$ cat config.mk
export PLATFORM = sky130hd
export DESIGN_NAME = ifu
export DESIGN_NICKNAME = d
export VERILOG_FILES = /design/src/rtl/ifu.sv
export SDC_FILE = /design/constraint.sdc
export NUM_CORES = 1
export LEC_CHECK = 0
export ABC_AREA = 1
export BUFFER_PORTS_ARGS = -buffer_cell sky130_fd_sc_hd__clkbuf_2
export CAP_MARGIN = 20
export CORE_MARGIN = 3
export CORE_UTILIZATION = 45
export DETAILED_ROUTE_END_ITERATION = 12
export PLACE_DENSITY = 0.74
export SKIP_CTS_REPAIR_TIMING = 1
export SYNTH_ARGS = -nofsm -noshare
export SYNTH_HDL_FRONTEND = slang
export SYNTH_SLANG_ARGS = --single-unit
$ cat constraint.sdc
create_clock -name clk_i -period 1.6 [get_ports clk_i]
set_input_delay 0.08 -clock clk_i [delete_from_list [all_inputs] [get_ports clk_i]]
set_output_delay 0.08 -clock clk_i [all_outputs]
set_load 0.02 [all_outputs]
$ cat src/rtl/ifu.sv
// Instruction fetch unit: one outstanding instruction-memory request, a single
// output register toward decode, and redirects that may arrive in any state.
module ifu #(
  parameter logic [31:0] RESET_PC = 32'h8000_0000
) (
  input  logic        clk_i,
  input  logic        rstn_i,
  output logic        imem_req_valid_o,
  input  logic        imem_req_ready_i,
  output logic [31:0] imem_addr_o,
  input  logic        imem_rsp_valid_i,
  input  logic [31:0] imem_rsp_data_i,
  input  logic        imem_rsp_err_i,
  output logic        ifu_valid_o,
  input  logic        idu_ready_i,
  output logic [31:0] insn_o,
  output logic [31:0] pc_o,
  output logic        insn_err_o,
  input  logic        redirect_valid_i,
  input  logic [31:0] redirect_pc_i
);

  typedef enum logic [1:0] {S_REQ, S_RSP, S_OUT, S_FLUSH} state_t;

  state_t      state_reg, state_next;
  logic [31:0] pc_reg, pc_next;
  logic [31:0] insn_reg, insn_next;
  logic [31:0] pc_out_reg, pc_out_next;
  logic        valid_reg, valid_next;
  logic        err_reg, err_next;
  logic [31:0] redirect_target;

  assign redirect_target  = redirect_pc_i & ~32'h3;
  // A redirect in S_REQ kills the request in the same cycle it is raised.
  assign imem_req_valid_o = rstn_i && (state_reg == S_REQ) && !redirect_valid_i;
  assign imem_addr_o      = pc_reg;
  assign ifu_valid_o      = valid_reg;
  assign insn_o           = insn_reg;
  assign pc_o             = pc_out_reg;
  assign insn_err_o       = err_reg;

  always_ff @(posedge clk_i) begin
    if (!rstn_i) begin
      state_reg  <= S_REQ;
      pc_reg     <= RESET_PC;
      insn_reg   <= 32'h0;
      pc_out_reg <= 32'h0;
      valid_reg  <= 1'b0;
      err_reg    <= 1'b0;
    end else begin
      state_reg  <= state_next;
      pc_reg     <= pc_next;
      insn_reg   <= insn_next;
      pc_out_reg <= pc_out_next;
      valid_reg  <= valid_next;
      err_reg    <= err_next;
    end
  end

  always_comb begin
    state_next  = state_reg;
    pc_next     = pc_reg;
    insn_next   = insn_reg;
    pc_out_next = pc_out_reg;
    valid_next  = valid_reg;
    err_next    = err_reg;
    case (state_reg)
      S_REQ: begin
        if (redirect_valid_i) begin
          pc_next = redirect_target;
        end else if (imem_req_ready_i) begin
          state_next = S_RSP;
        end
      end
      S_RSP: begin
        if (redirect_valid_i) begin
          // A response in the redirect cycle is already stale; otherwise wait for it.
          pc_next    = redirect_target;
          state_next = imem_rsp_valid_i ? S_REQ : S_FLUSH;
        end else if (imem_rsp_valid_i) begin
          insn_next   = imem_rsp_data_i;
          pc_out_next = pc_reg;
          err_next    = imem_rsp_err_i;
          valid_next  = 1'b1;
          pc_next     = pc_reg + 32'd4;
          state_next  = S_OUT;
        end
      end
      S_OUT: begin
        if (redirect_valid_i) begin
          pc_next    = redirect_target;
          valid_next = 1'b0;
          state_next = S_REQ;
        end else if (idu_ready_i) begin
          valid_next = 1'b0;
          state_next = S_REQ;
        end
      end
      S_FLUSH: begin
        if (redirect_valid_i) begin
          pc_next = redirect_target;
        end
        if (imem_rsp_valid_i) begin
          state_next = S_REQ;
        end
      end
      default: state_next = S_REQ;
    endcase
  end

endmodule

---- Word level (Yosys, flattened, before mapping) ----
Cells that the tools add are included.
word-level totals
  flip-flop bits (word level) ............. 100
  bits in latches ......................... 0
  RAM bits ................................ 0
  ROM bits ................................ 0
  input bits .............................. 71
  logic and storage cells ................. 47
  memories ................................ 0
cells by class
  add/subtract/negate cells ............... 1
  $mul .................................... 0
  div/mod/pow operators ................... 0
  $lt $le $gt $ge ......................... 0
  equality and inequality tests ........... 11
  shift-type cells ........................ 0
  mux-type cells .......................... 18
  bitwise logic cells ..................... 1
  reduce and logical (&&, ||, !) cells .... 10
operators with widths
  kind                                                                     number
  32-bit two-way mux                                                       3
  32-bit one-hot mux with 2 select lines                                   1
  32-bit by 3-bit adder with 32-bit output, second input constant          1
  2-bit two-way mux                                                        8
  2-bit inequality test, second input constant                             5
  2-bit one-hot mux with 4 select lines                                    1
  3-bit inequality test, second input constant                             2
  5-bit AND reduction                                                      1
  2-bit == test, second input constant                                     2
  1-bit two-way mux                                                        4
  4-bit AND reduction                                                      1
  3-bit AND reduction                                                      1
  3-bit OR reduction                                                       1
  2-bit by 1-bit == test with 1-bit output, second input constant          1
  1-bit logical AND                                                        2
  2-bit zero test                                                          1
  2-bit by 1-bit inequality test with 1-bit output, second input constant  1
  1-bit one-hot mux with 2 select lines                                    1
  2-bit AND reduction                                                      1
  2-bit nonzero test                                                       1
  1-bit zero test                                                          1
  1-bit inverter                                                           1

---- Logic depth before layout (Yosys ltp) ----
Gate-level depths: netlist of the first run.
  depth after elaboration ................. 4
  depth in mapped cells ................... 10
  gate-level depth less buffers ........... 10

---- Worst setup path after synthesis of the first run ----
Ideal clock, no wire load.
  path type ............................... reg2reg
  from .................................... register pc_reg[3], in the netlist imem_addr_o[3]
  to ...................................... register pc_reg[28], in the netlist imem_addr_o[28]
  library setup time ...................... 132 ps
  arrival ................................. 1451 ps
  data required time ...................... 1468 ps
  slack ................................... 17 ps
  stages on the path, launching flop included .. 11
  buffers on the path ..................... 0
  period minus slack after synthesis ...... 1583 ps
  cell sequence ........................... dfxtp_1 -> ha_1 -> nand2_2 -> nor2_2 -> nand2_2 -> nor2_1 -> nand2_1 -> nand2_1 -> nand3_1 -> nand2_1 -> a21oi_1
between the ends
  word-level cells in the longest chain between the ends .. 4
ends and longest elaborated chain
  what                                      RTL line  source
  start, declared                           26        logic [31:0] pc_reg, pc_next;
  start signal, assigned                    52        pc_reg <= pc_next;
  32-bit by 3-bit adder with 32-bit output  85        pc_next = pc_reg + 32'd4;
  32-bit two-way mux                        80        end else if (imem_rsp_valid_i) begin
  32-bit two-way mux                        76        if (redirect_valid_i) begin
  32-bit one-hot mux with 2 select lines    67        case (state_reg)
No other way between the ends. The select of a mux whose other input is x is not followed.
A chain may end at the register's enable or synchronous reset.

---- Worst setup path in the final report of the first run ----
  from .................................... register state_reg[0]
  to ...................................... register insn_reg[10], in the netlist insn_o[10]
between the ends
  word-level cells in the longest chain between the ends .. 2
ends and longest elaborated chain
  what                                      RTL line  source
  start, declared                           25        state_t state_reg, state_next;
  start signal, assigned                    51        state_reg <= state_next;
  2-bit by 1-bit == test with 1-bit output  67
  3-bit AND reduction (no source line)      -
  end signal, assigned                      53        insn_reg <= insn_next;
  end, declared                             27        logic [31:0] insn_reg, insn_next;
No other way between the ends.

==> flow_metrics.env, run 1 <==
export IMPL_end_kind="flop"
export IMPL_vias=5132
export IMPL_wl_per_cell_um=15.3
export IMPL_synth_xor_area_share_pct=0
export IMPL_routabilityCongestion=0.929
export IMPL_drc=0
export IMPL_synth_top_family_by_area="simple AND/OR/NAND/NOR gates"
export IMPL_post_place_ws_ps=3.84
export IMPL_yosysTopAreaCell="dfxtp_1"
export IMPL_drt_iter0_markers=240
export IMPL_viasPerCell=5.12
export IMPL_grt_pass1_wl_mm=22.9
export IMPL_dpl_cell_area_um2=5670
export IMPL_stdcell_area_um2=6290
export IMPL_nFillCells=842
export IMPL_arrival_ps=1830
export IMPL_synthFlopType="dfxtp_1"
export IMPL_port_buffer_count=163
export IMPL_final_cell_mix="clkbuf_2 (163), nor2_1 (137), nand2_1 (120)"
export IMPL_synthArstFlopShare_pct=0
export IMPL_skew_ps=15.8
export IMPL_synthCells=650
export IMPL_drv_cap=0
export IMPL_die_w_um=106
export IMPL_ys_top_cells_by_area="dfxtp_1 (43%), nor2_1 (12%), nand2_1 (10%)"
export IMPL_track_usage_pct=25.0
export IMPL_row_count=35
export IMPL_htree_levels=3
export IMPL_setup_viol=0
export IMPL_dieArea_um2=11200
export IMPL_synth_edf_count=0
export IMPL_dr_pass1_iters=5
export IMPL_grt_start_max_net_pins=56
export IMPL_clk_latency_ps=370
export IMPL_critPathKind="flop to flop"
export IMPL_start_kind="flop"
export IMPL_post_route_period_util_pct=98.1
export IMPL_syn_area_um2=4470
export IMPL_seq_area_um2=1930
export IMPL_synthToLayoutAreaGrowth_pct=40.7
export IMPL_cts_root_buf="clkbuf_8"
export IMPL_core_area_um2=9460
export IMPL_fin_ws_ps=30.2
export IMPL_synth_compound_area_share_pct=17.9
export IMPL_start_util_pct=47.3
export IMPL_cts_tree="built"
export IMPL_clockBufferDepth=2
export IMPL_netlist_area_leader_share_pct=43.0
export IMPL_peakVddDrop_mv=0.630
export IMPL_p_per_area_nw_per_um2=1060
export IMPL_drive_gt1_share_pct=30.9
export IMPL_first_global_vias=4750
export IMPL_synth_cell_type_count=36
export IMPL_final_common_cell="clkbuf_2"
export IMPL_antenna_found_initial=0
export IMPL_clock_sinks=96
export IMPL_synthSimpleGateAreaFrac_pct=31.4
export IMPL_synthMuxAreaShare_pct=0
export IMPL_rsz0062_at_grt="yes"
export IMPL_slew_violations=0
export IMPL_synthAdderAreaFrac_pct=0.280
export IMPL_status="completed"
export IMPL_avgSynthCellArea_um2=6.88
export IMPL_hold_path_class="primary input to flop"
export IMPL_cts_buffers=9
export IMPL_nets=942
export IMPL_synth_yosys_seq_area_share_pct=43.0
export IMPL_synth_seq_cells=96
export IMPL_finish_utilization_pct=66.5
export IMPL_ys_warn_count=0
export IMPL_p_leak_nw=2.94
export IMPL_clk_pin_slew_ps=100
export IMPL_dieHeight_um=106
export IMPL_setup_tns_ps=0
export IMPL_io_pins=170
export IMPL_n_antenna_cell=0
export IMPL_crit_required_ps=1860
export IMPL_final_cells=1003
export IMPL_period_minus_slack_ps=1570
export IMPL_finalHoldViolations=0
export IMPL_numPlacedInstances=952
export IMPL_postRouteAntennaNets=0
export IMPL_overflow=0
export IMPL_max_freq_mhz=637
export IMPL_totalWireLength_mm=15.4
export IMPL_crit_fanout=24
export IMPL_dp_hpwl_mm=10.7
export IMPL_multiInputGateArea_um2=2270
export IMPL_largest_reg_flops=32
[layout make-up]
class / count / share of cell area (%)
well taps: 129 / 2.57
repair buffers: 241 / 25.1
clock inverters: 5 / 0.915
flip-flops and latches: 96 / 30.8
inverters: 39 / 2.37
multi-input cells: 483 / 36.1
clock buffers: 10 / 2.19
[critical path: stages, from the launching register on]
cell and delay, ps:
dfxtp_2 370, inv_2 60, nor2_4 170, nand2_4 100, nor2_8 170, inv_4 140, buf_12 190, nor2_1 160
nor2_1 80
[metrics by stage]
step	hold WS (ps)	total power [mW]
after floorplan	215	4.17
after global placement	302	4.92
after detailed placement	309	4.96
after CTS	-74.9	6.57
after global routing	-3.83	7.04
final	1.61	6.68
[path summary, 6_finish.rpt]
check	cells after the start	slack (ps)	endpoint	startpoint
worst max-delay path	8	30	insn_o[10]	state_reg[0]
worst min-delay path	3	2	imem_addr_o[8]	redirect_pc_i[8]
worst max register to register	8	30	insn_o[10]	state_reg[0]
worst min register to register	2	480	pc_o[20]	pc_o[20]
[routing by layer]
layer | GRT usage, % | share of wire [%]
met2 | 42.0 | 48
met3 | 5.82 | 7.8
met1 | 31.8 | 42
met4 | 7.40 | 1.8
met5 | 0 | 0
[kinds of logic (layout without fill, tap and decap cells)]
| logic type | after synthesis | count (layout) |
|---|---|---|
| simple gates | 331 | 331 |
| compound gates | 147 | 147 |
| flops | 96 | 96 |
| buf+inv | 74 | 295 |
| fa+ha+maj | 1 | 1 |
| other cells | 1 | 4 |
[cell usage after synthesis, types with 5 or more instances]
cell	n
a21oi_1	43
buf_2	16
buf_4	7
clkbuf_1	11
dfxtp_1	96
inv_1	32
inv_2	6
nand2_1	120
nand2_2	6
nand3_1	32
nor2_1	146
nor2_2	5
nor3_1	10
o21ai_0	81
o221ai_1	5
[power breakdown]
group | switching, mW | internal [mW]
logic | 1.33 | 0.774
clock network | 0.874 | 0.758
registers | 0.241 | 2.71
total | 2.45 | 4.24
No activity file was read; power rests on OpenSTA's default activity.
==> run 2, diff against run 1 <==
--- a/config.mk
+++ b/config.mk
@@ -5,13 +5,12 @@
 export SDC_FILE = /design/constraint.sdc
 export NUM_CORES = 1
 export LEC_CHECK = 0
-export ABC_AREA = 1
 export BUFFER_PORTS_ARGS = -buffer_cell sky130_fd_sc_hd__clkbuf_2
 export CAP_MARGIN = 20
 export CORE_MARGIN = 3
 export CORE_UTILIZATION = 45
 export DETAILED_ROUTE_END_ITERATION = 12
-export PLACE_DENSITY = 0.74
+export PLACE_DENSITY = 0.75
 export SKIP_CTS_REPAIR_TIMING = 1
 export SYNTH_ARGS = -nofsm -noshare
 export SYNTH_HDL_FRONTEND = slang
==> run 2 against run 1 <==
Against the previous run: the flow now finishes with violations (negative hold slack, negative setup slack); first-iteration DRC count decreased by 3.3%; clock skew decreased by 4.4 ps; wire length decreased by 8.0%; critical endpoint is now imem_addr_o[31].
==> flow_metrics.env, run 2 <==
export IMPL_viasPerCell=5.27
export IMPL_rsz0062_at_grt="yes"
export IMPL_postRouteAntennaNets=0
export IMPL_clk_pin_slew_ps=90
export IMPL_synthFlopType="dfxtp_1"
export IMPL_avgSynthCellArea_um2=8.18
export IMPL_grt_pass1_wl_mm=19.0
export IMPL_peakVddDrop_mv=0.384
export IMPL_htree_levels=3
export IMPL_synth_most_common_cell="nand2_1"
export IMPL_period_minus_slack_ps=1760
export IMPL_track_usage_pct=22.5
export IMPL_top_usage_layer="met2"
export IMPL_dieHeight_um=103
export IMPL_cts_buffers=9
export IMPL_yosysTopAreaCell="dfxtp_1"
export IMPL_syn_area_um2=4200
export IMPL_clock_sinks=96
export IMPL_skew_ps=11.5
export IMPL_finalHoldViolations=1
export IMPL_p_int_mw=3.42
export IMPL_nets=835
export IMPL_setup_viol=5
export IMPL_wl_per_cell_um=16.2
export IMPL_synth_xor_area_share_pct=4.17
export IMPL_rr_startpoint="imem_addr_o[8]"
export IMPL_grt_use_met2_pct=38.2
export IMPL_final_cell_mix="clkbuf_2 (163), nand2_1 (130), dfxtp_1 (73)"
export IMPL_totalWireLength_mm=14.2
export IMPL_synth_seq_cells=96
export IMPL_dieArea_um2=10500
export IMPL_seq_power_share_pct=53.2
export IMPL_critPathKind="flop to flop"
export IMPL_finalPower_mw=4.73
export IMPL_fin_ws_ps=-161
export IMPL_synthCells=514
export IMPL_start_util_pct=47.3
export IMPL_synthSimpleGateAreaFrac_pct=23.9
export IMPL_clockBufferDepth=2
export IMPL_cts_tree="built"
export IMPL_gr_usage_met3_pct=5.21
export IMPL_final_common_cell="clkbuf_2"
export IMPL_vias=4616
export IMPL_crit_fanout=2
export IMPL_die_w_um=103
export IMPL_first_global_vias=4056
export IMPL_drc=0
export IMPL_synthArstFlopShare_pct=0
export IMPL_cp_startpoint="imem_addr_o[8]"
export IMPL_start_kind="flop"
export IMPL_synth_compound_area_share_pct=20.2
export IMPL_slew_violations=0
export IMPL_synth_cell_type_count=44
export IMPL_worstHoldStart="redirect_pc_i[13]"
export IMPL_synth_edf_count=0
export IMPL_ys_warn_count=0
export IMPL_drt_iter0_markers=232
export IMPL_io_pins=170
export IMPL_stdcell_area_um2=6550
export IMPL_clk_latency_ps=350
export IMPL_synth_common_cells="nand2_1 (147), dfxtp_1 (96), a21boi_0 (65), o21ai_0 (29), clkbuf_1 (27)"
export IMPL_ys_top_cells_by_area="dfxtp_1 (46%), nand2_1 (13%), a21boi_0 (12%)"
export IMPL_netlist_area_leader_share_pct=45.7
export IMPL_final_cells=876
export IMPL_hold_ws_ps=-8.10
export IMPL_status="complete, but fails checks"
export IMPL_post_route_period_util_pct=110
export IMPL_drive_gt1_share_pct=42.8
export IMPL_synthAdderAreaFrac_pct=0.298
export IMPL_routabilityCongestion=0.867
export IMPL_end_kind="flop"
export IMPL_grtUsageMet1_pct=28.0
export IMPL_synth_yosys_seq_area_share_pct=45.7
export IMPL_arrival_ps=2000
export IMPL_dp_hpwl_mm=9.03
export IMPL_clkPwrFrac_pct=29.7
export IMPL_synthMuxAreaShare_pct=0.238
export IMPL_crit_required_ps=1840
export IMPL_switching_share_pct=27.7
export IMPL_cts_root_buf="clkbuf_8"
export IMPL_power_switching_mw=1.31
export IMPL_row_count=34
export IMPL_numPlacedInstances=804
export IMPL_largest_reg_flops=32
export IMPL_power_frac_comb_pct=17.2
export IMPL_grt_start_max_net_pins=58
export IMPL_overflow=0
export IMPL_max_freq_mhz=568
export IMPL_violations="negative hold slack, negative setup slack"
export IMPL_antenna_found_initial=0
export IMPL_p_leak_nw=2.85
export IMPL_p_per_area_nw_per_um2=722
export IMPL_n_antenna_cell=0
export IMPL_synth_top_family_by_area="simple AND/OR/NAND/NOR gates"
export IMPL_synthToLayoutAreaGrowth_pct=55.8
export IMPL_core_area_um2=8890
export IMPL_dr_pass1_iters=4
export IMPL_dpl_cell_area_um2=5470
export IMPL_nFillCells=658
export IMPL_port_buffer_count=163
export IMPL_hold_path_class="primary input to flop"
export IMPL_drv_cap=0
[run 2: cell count changes after synthesis, moves of 8 or more]
| cell | delta |
|---|---|
| nand2_1 | +27 |
| o21ai_0 | -52 |
| a21oi_1 | -28 |
| nand3_1 | -20 |
| buf_2 | -15 |
| xnor2_1 | +15 |
| clkbuf_1 | +16 |
| nor2_1 | -132 |
| a21boi_0 | +65 |
| nor4_1 | +8 |
| inv_1 | -26 |
[run 2: per-layer routing]
layer,up-vias,part of all wire (%)
met4,0,1.4
met1,2162,42
met2,195,49
li1,2242,-
met5,-,0
met3,17,8.2
[run 2: area by class of cell]
class                           instances  area [um^2]  share of cell area, %
Multi-Input combinational cell        375         2340                   35.7
Sequential cell                        96         1960                   30.0
Timing Repair Buffer                  275         1920                   29.4
Clock buffer                           12          135                   2.06
Tap cell                              108          135                   2.06
Clock inverter                          4         30.0                  0.459
Inverter                                6         22.5                  0.344
[run 2: power by group through the flow]
| stage | Clock, mW | Sequential, mW | Combinational, mW |
|---|---|---|---|
| after floorplan | 0 | 2.68 | 0.240 |
| final | 1.40 | 2.51 | 0.813 |
| after global placement | 0 | 2.56 | 0.652 |
| after global routing | 1.52 | 2.52 | 0.879 |
| after CTS | 1.44 | 2.51 | 0.667 |
| after detailed placement | 0 | 2.56 | 0.664 |
[run 2: stage by stage]
stage               setup TNS [ps]  setup WS (ps)  util, %
floorplan                     -569           -260        -
global placement              -197           -120     61.5
detailed placement            -460           -166     61.5
CTS                           -749           -184     63.4
global route                 -2610           -188     73.7
finish                        -276           -161     73.7
[run 2: cell families (layout without fill, tap and decap cells)]
family,count (synthesis),count (layout)
AOI/OAI and AO/OA,126,126
xor gates and xnor gates,20,20
adders and majority gates,1,1
buffers and inverters,46,297
DFF,96,96
muxes,1,1
other,1,4
and+or+nand+nor,223,223
[run 2: final timing paths]
path	to	slack, ps	cells after the start
max	imem_addr_o[31]	-160	5
max reg2reg	imem_addr_o[31]	-160	5
min	imem_addr_o[13]	-8	3
min reg2reg	pc_o[30]	450	2
[run 2: worst max-delay path: stages, from the launching register on]
cell and delay [ps]:
dfxtp_2 340, and4_4 240, nand2_2 60, or4_4 540, o21a_1 190, o32a_1 290
==> run 3, diff against run 2 <==
--- a/config.mk
+++ b/config.mk
@@ -5,12 +5,11 @@
 export SDC_FILE = /design/constraint.sdc
 export NUM_CORES = 1
 export LEC_CHECK = 0
-export BUFFER_PORTS_ARGS = -buffer_cell sky130_fd_sc_hd__clkbuf_2
 export CAP_MARGIN = 20
 export CORE_MARGIN = 3
 export CORE_UTILIZATION = 45
 export DETAILED_ROUTE_END_ITERATION = 12
-export PLACE_DENSITY = 0.75
+export DONT_BUFFER_PORTS = 1
 export SKIP_CTS_REPAIR_TIMING = 1
 export SYNTH_ARGS = -nofsm -noshare
 export SYNTH_HDL_FRONTEND = slang
==> run 3 against run 2 <==
Against the previous run: the run still ends with negative hold slack, negative setup slack left; worst hold slack lost 13 ps; highest routed layer unchanged; design area shrank 12%; worst setup slack improved by 5.9 ps; largest cell class unchanged; register-to-register slack hardly changed.
==> flow_metrics.env, run 3 (same netlist as run 2, synthesis figures left out) <==
export IMPL_numPlacedInstances=644
export IMPL_dp_hpwl_mm=8.11
export IMPL_largest_reg_flops=32
export IMPL_post_place_ws_ps=-154
export IMPL_htree_levels=3
export IMPL_totalWireLength_mm=11.8
export IMPL_row_count=34
export IMPL_antenna_found_initial=0
export IMPL_grt_start_max_net_pins=98
export IMPL_arrival_ps=2000
export IMPL_drt_iter0_markers=145
export IMPL_dieArea_um2=10500
export IMPL_p_per_area_nw_per_um2=850
export IMPL_status="complete, but fails checks"
export IMPL_final_cells=730
export IMPL_critPathSlowestCell="or4_4"
export IMPL_p_leak_nw=2.16
export IMPL_hold_path_class="primary input to flop"
export IMPL_nFillCells=746
export IMPL_track_usage_pct=20.5
export IMPL_rr_startpoint="imem_addr_o[8]"
export IMPL_slew_violations=0
export IMPL_drc=0
export IMPL_crit_fanout=2
export IMPL_skew_ps=11.4
export IMPL_fin_ws_ps=-155
export IMPL_violations="negative hold slack, negative setup slack"
export IMPL_synthToLayoutAreaGrowth_pct=37.5
export IMPL_clock_sinks=96
export IMPL_cts_root_buf="clkbuf_8"
export IMPL_r2r_slack_ps=-150
export IMPL_final_cell_mix="nand2_1 (144), dfxtp_1 (75), a21boi_0 (65)"
export IMPL_setup_tns_ps=-399
export IMPL_finalHoldViolations=3
export IMPL_dieHeight_um=103
export IMPL_critPathKind="flop to flop"
export IMPL_grt_pass1_wl_mm=17.1
export IMPL_clockBufferDepth=2
export IMPL_seq_area_um2=1970
export IMPL_slew_limit_headroom_pct=57.0
export IMPL_period_minus_slack_ps=1750
export IMPL_setup_viol=5
export IMPL_reg2regPathDepth=5
export IMPL_routabilityCongestion=0.872
export IMPL_n_antenna_cell=0
export IMPL_clk_pin_slew_ps=100
export IMPL_drive_gt1_share_pct=21.1
export IMPL_start_kind="flop"
export IMPL_endpoint="imem_addr_o[31]"
export IMPL_rsz0062_at_grt="yes"
export IMPL_first_global_vias=3483
export IMPL_start_util_pct=47.3
export IMPL_hold_ws_ps=-20.9
export IMPL_rr_endpoint="imem_addr_o[31]"
export IMPL_cts_tree="built"
export IMPL_vias=3918
export IMPL_end_kind="flop"
export IMPL_post_route_period_util_pct=110
export IMPL_core_area_um2=8890
export IMPL_multiInputGateArea_um2=2240
export IMPL_die_w_um=103
export IMPL_worstMarginPinSlew_ps=644
export IMPL_final_common_cell="nand2_1"
export IMPL_io_pins=170
export IMPL_cts_buffers=9
export IMPL_viasPerCell=5.37
export IMPL_peakVddDrop_mv=0.631
export IMPL_nets=689
export IMPL_dr_pass1_iters=7
export IMPL_max_freq_mhz=570
export IMPL_cp_startpoint="imem_addr_o[8]"
export IMPL_clk_latency_ps=350
export IMPL_crit_required_ps=1850
export IMPL_wl_per_cell_um=16.2
export IMPL_port_buffer_count=0
export IMPL_slowest_delay_ps=540
export IMPL_path_cells="and4_2 -> nand2_2 -> or4_4 -> o21a_1 -> o32a_1"
export IMPL_overflow=0
export IMPL_postRouteAntennaNets=0
export IMPL_drv_cap=0
run 3: worst min path at each step:
stage,from,endpoint,depth (start not counted)
3_3_place_gp,redirect_pc_i[31],imem_addr_o[31],1
5_1_grt,redirect_pc_i[6],imem_addr_o[6],3
2_1_floorplan,redirect_pc_i[31],imem_addr_o[31],1
6_report,redirect_pc_i[6],imem_addr_o[6],3
3_5_place_dp,rstn_i,imem_addr_o[7],1
4_1_cts,rstn_i,imem_addr_o[7],1
run 3: layout make-up:
cell class / instances / area share [%]
well taps: 108 / 2.34
repair buffers: 129 / 20.7
clock buffers: 9 / 2.14
flip-flops and latches: 96 / 34.0
inverters: 6 / 0.390
clock inverters: 7 / 1.62
multi-input cells: 375 / 38.8
run 3: per-layer routing:
| metal | part of all wire [%] | global-route usage (%) | wire length (um) |
|---|---|---|---|
| met5 | 0 | 0 | 0 |
| met4 | 1.0 | 5.15 | 122 |
| met3 | 6.7 | 6.50 | 791 |
| met2 | 48 | 34.0 | 5720 |
| met1 | 44 | 25.9 | 5220 |
run 3: worst max-delay path, delay by kind of cell (launching register included):
kind            cells  cell delay, ps
simple gates        3             850
compound gates      2             460
flops               1             340
run 3: per-stage QoR:
stage	utilization, %	instance area [um^2]	hold WS (ps)	power [mW]
finish	65.0	5780	-20.9	4.91
detailed placement	52.6	4680	219	3.04
floorplan	-	4280	209	2.92
global placement	52.6	4680	211	3.03
CTS	55.0	4890	-161	4.77
global route	65.0	5780	4.17	5.13
run 3: report_power, final:
| group | leakage, nW | internal (mW) | switching (mW) |
|---|---|---|---|
| registers | 0.790 | 2.46 | 0.0733 |
| logic | 1.25 | 0.302 | 0.334 |
| clock network | 0.114 | 0.885 | 0.855 |
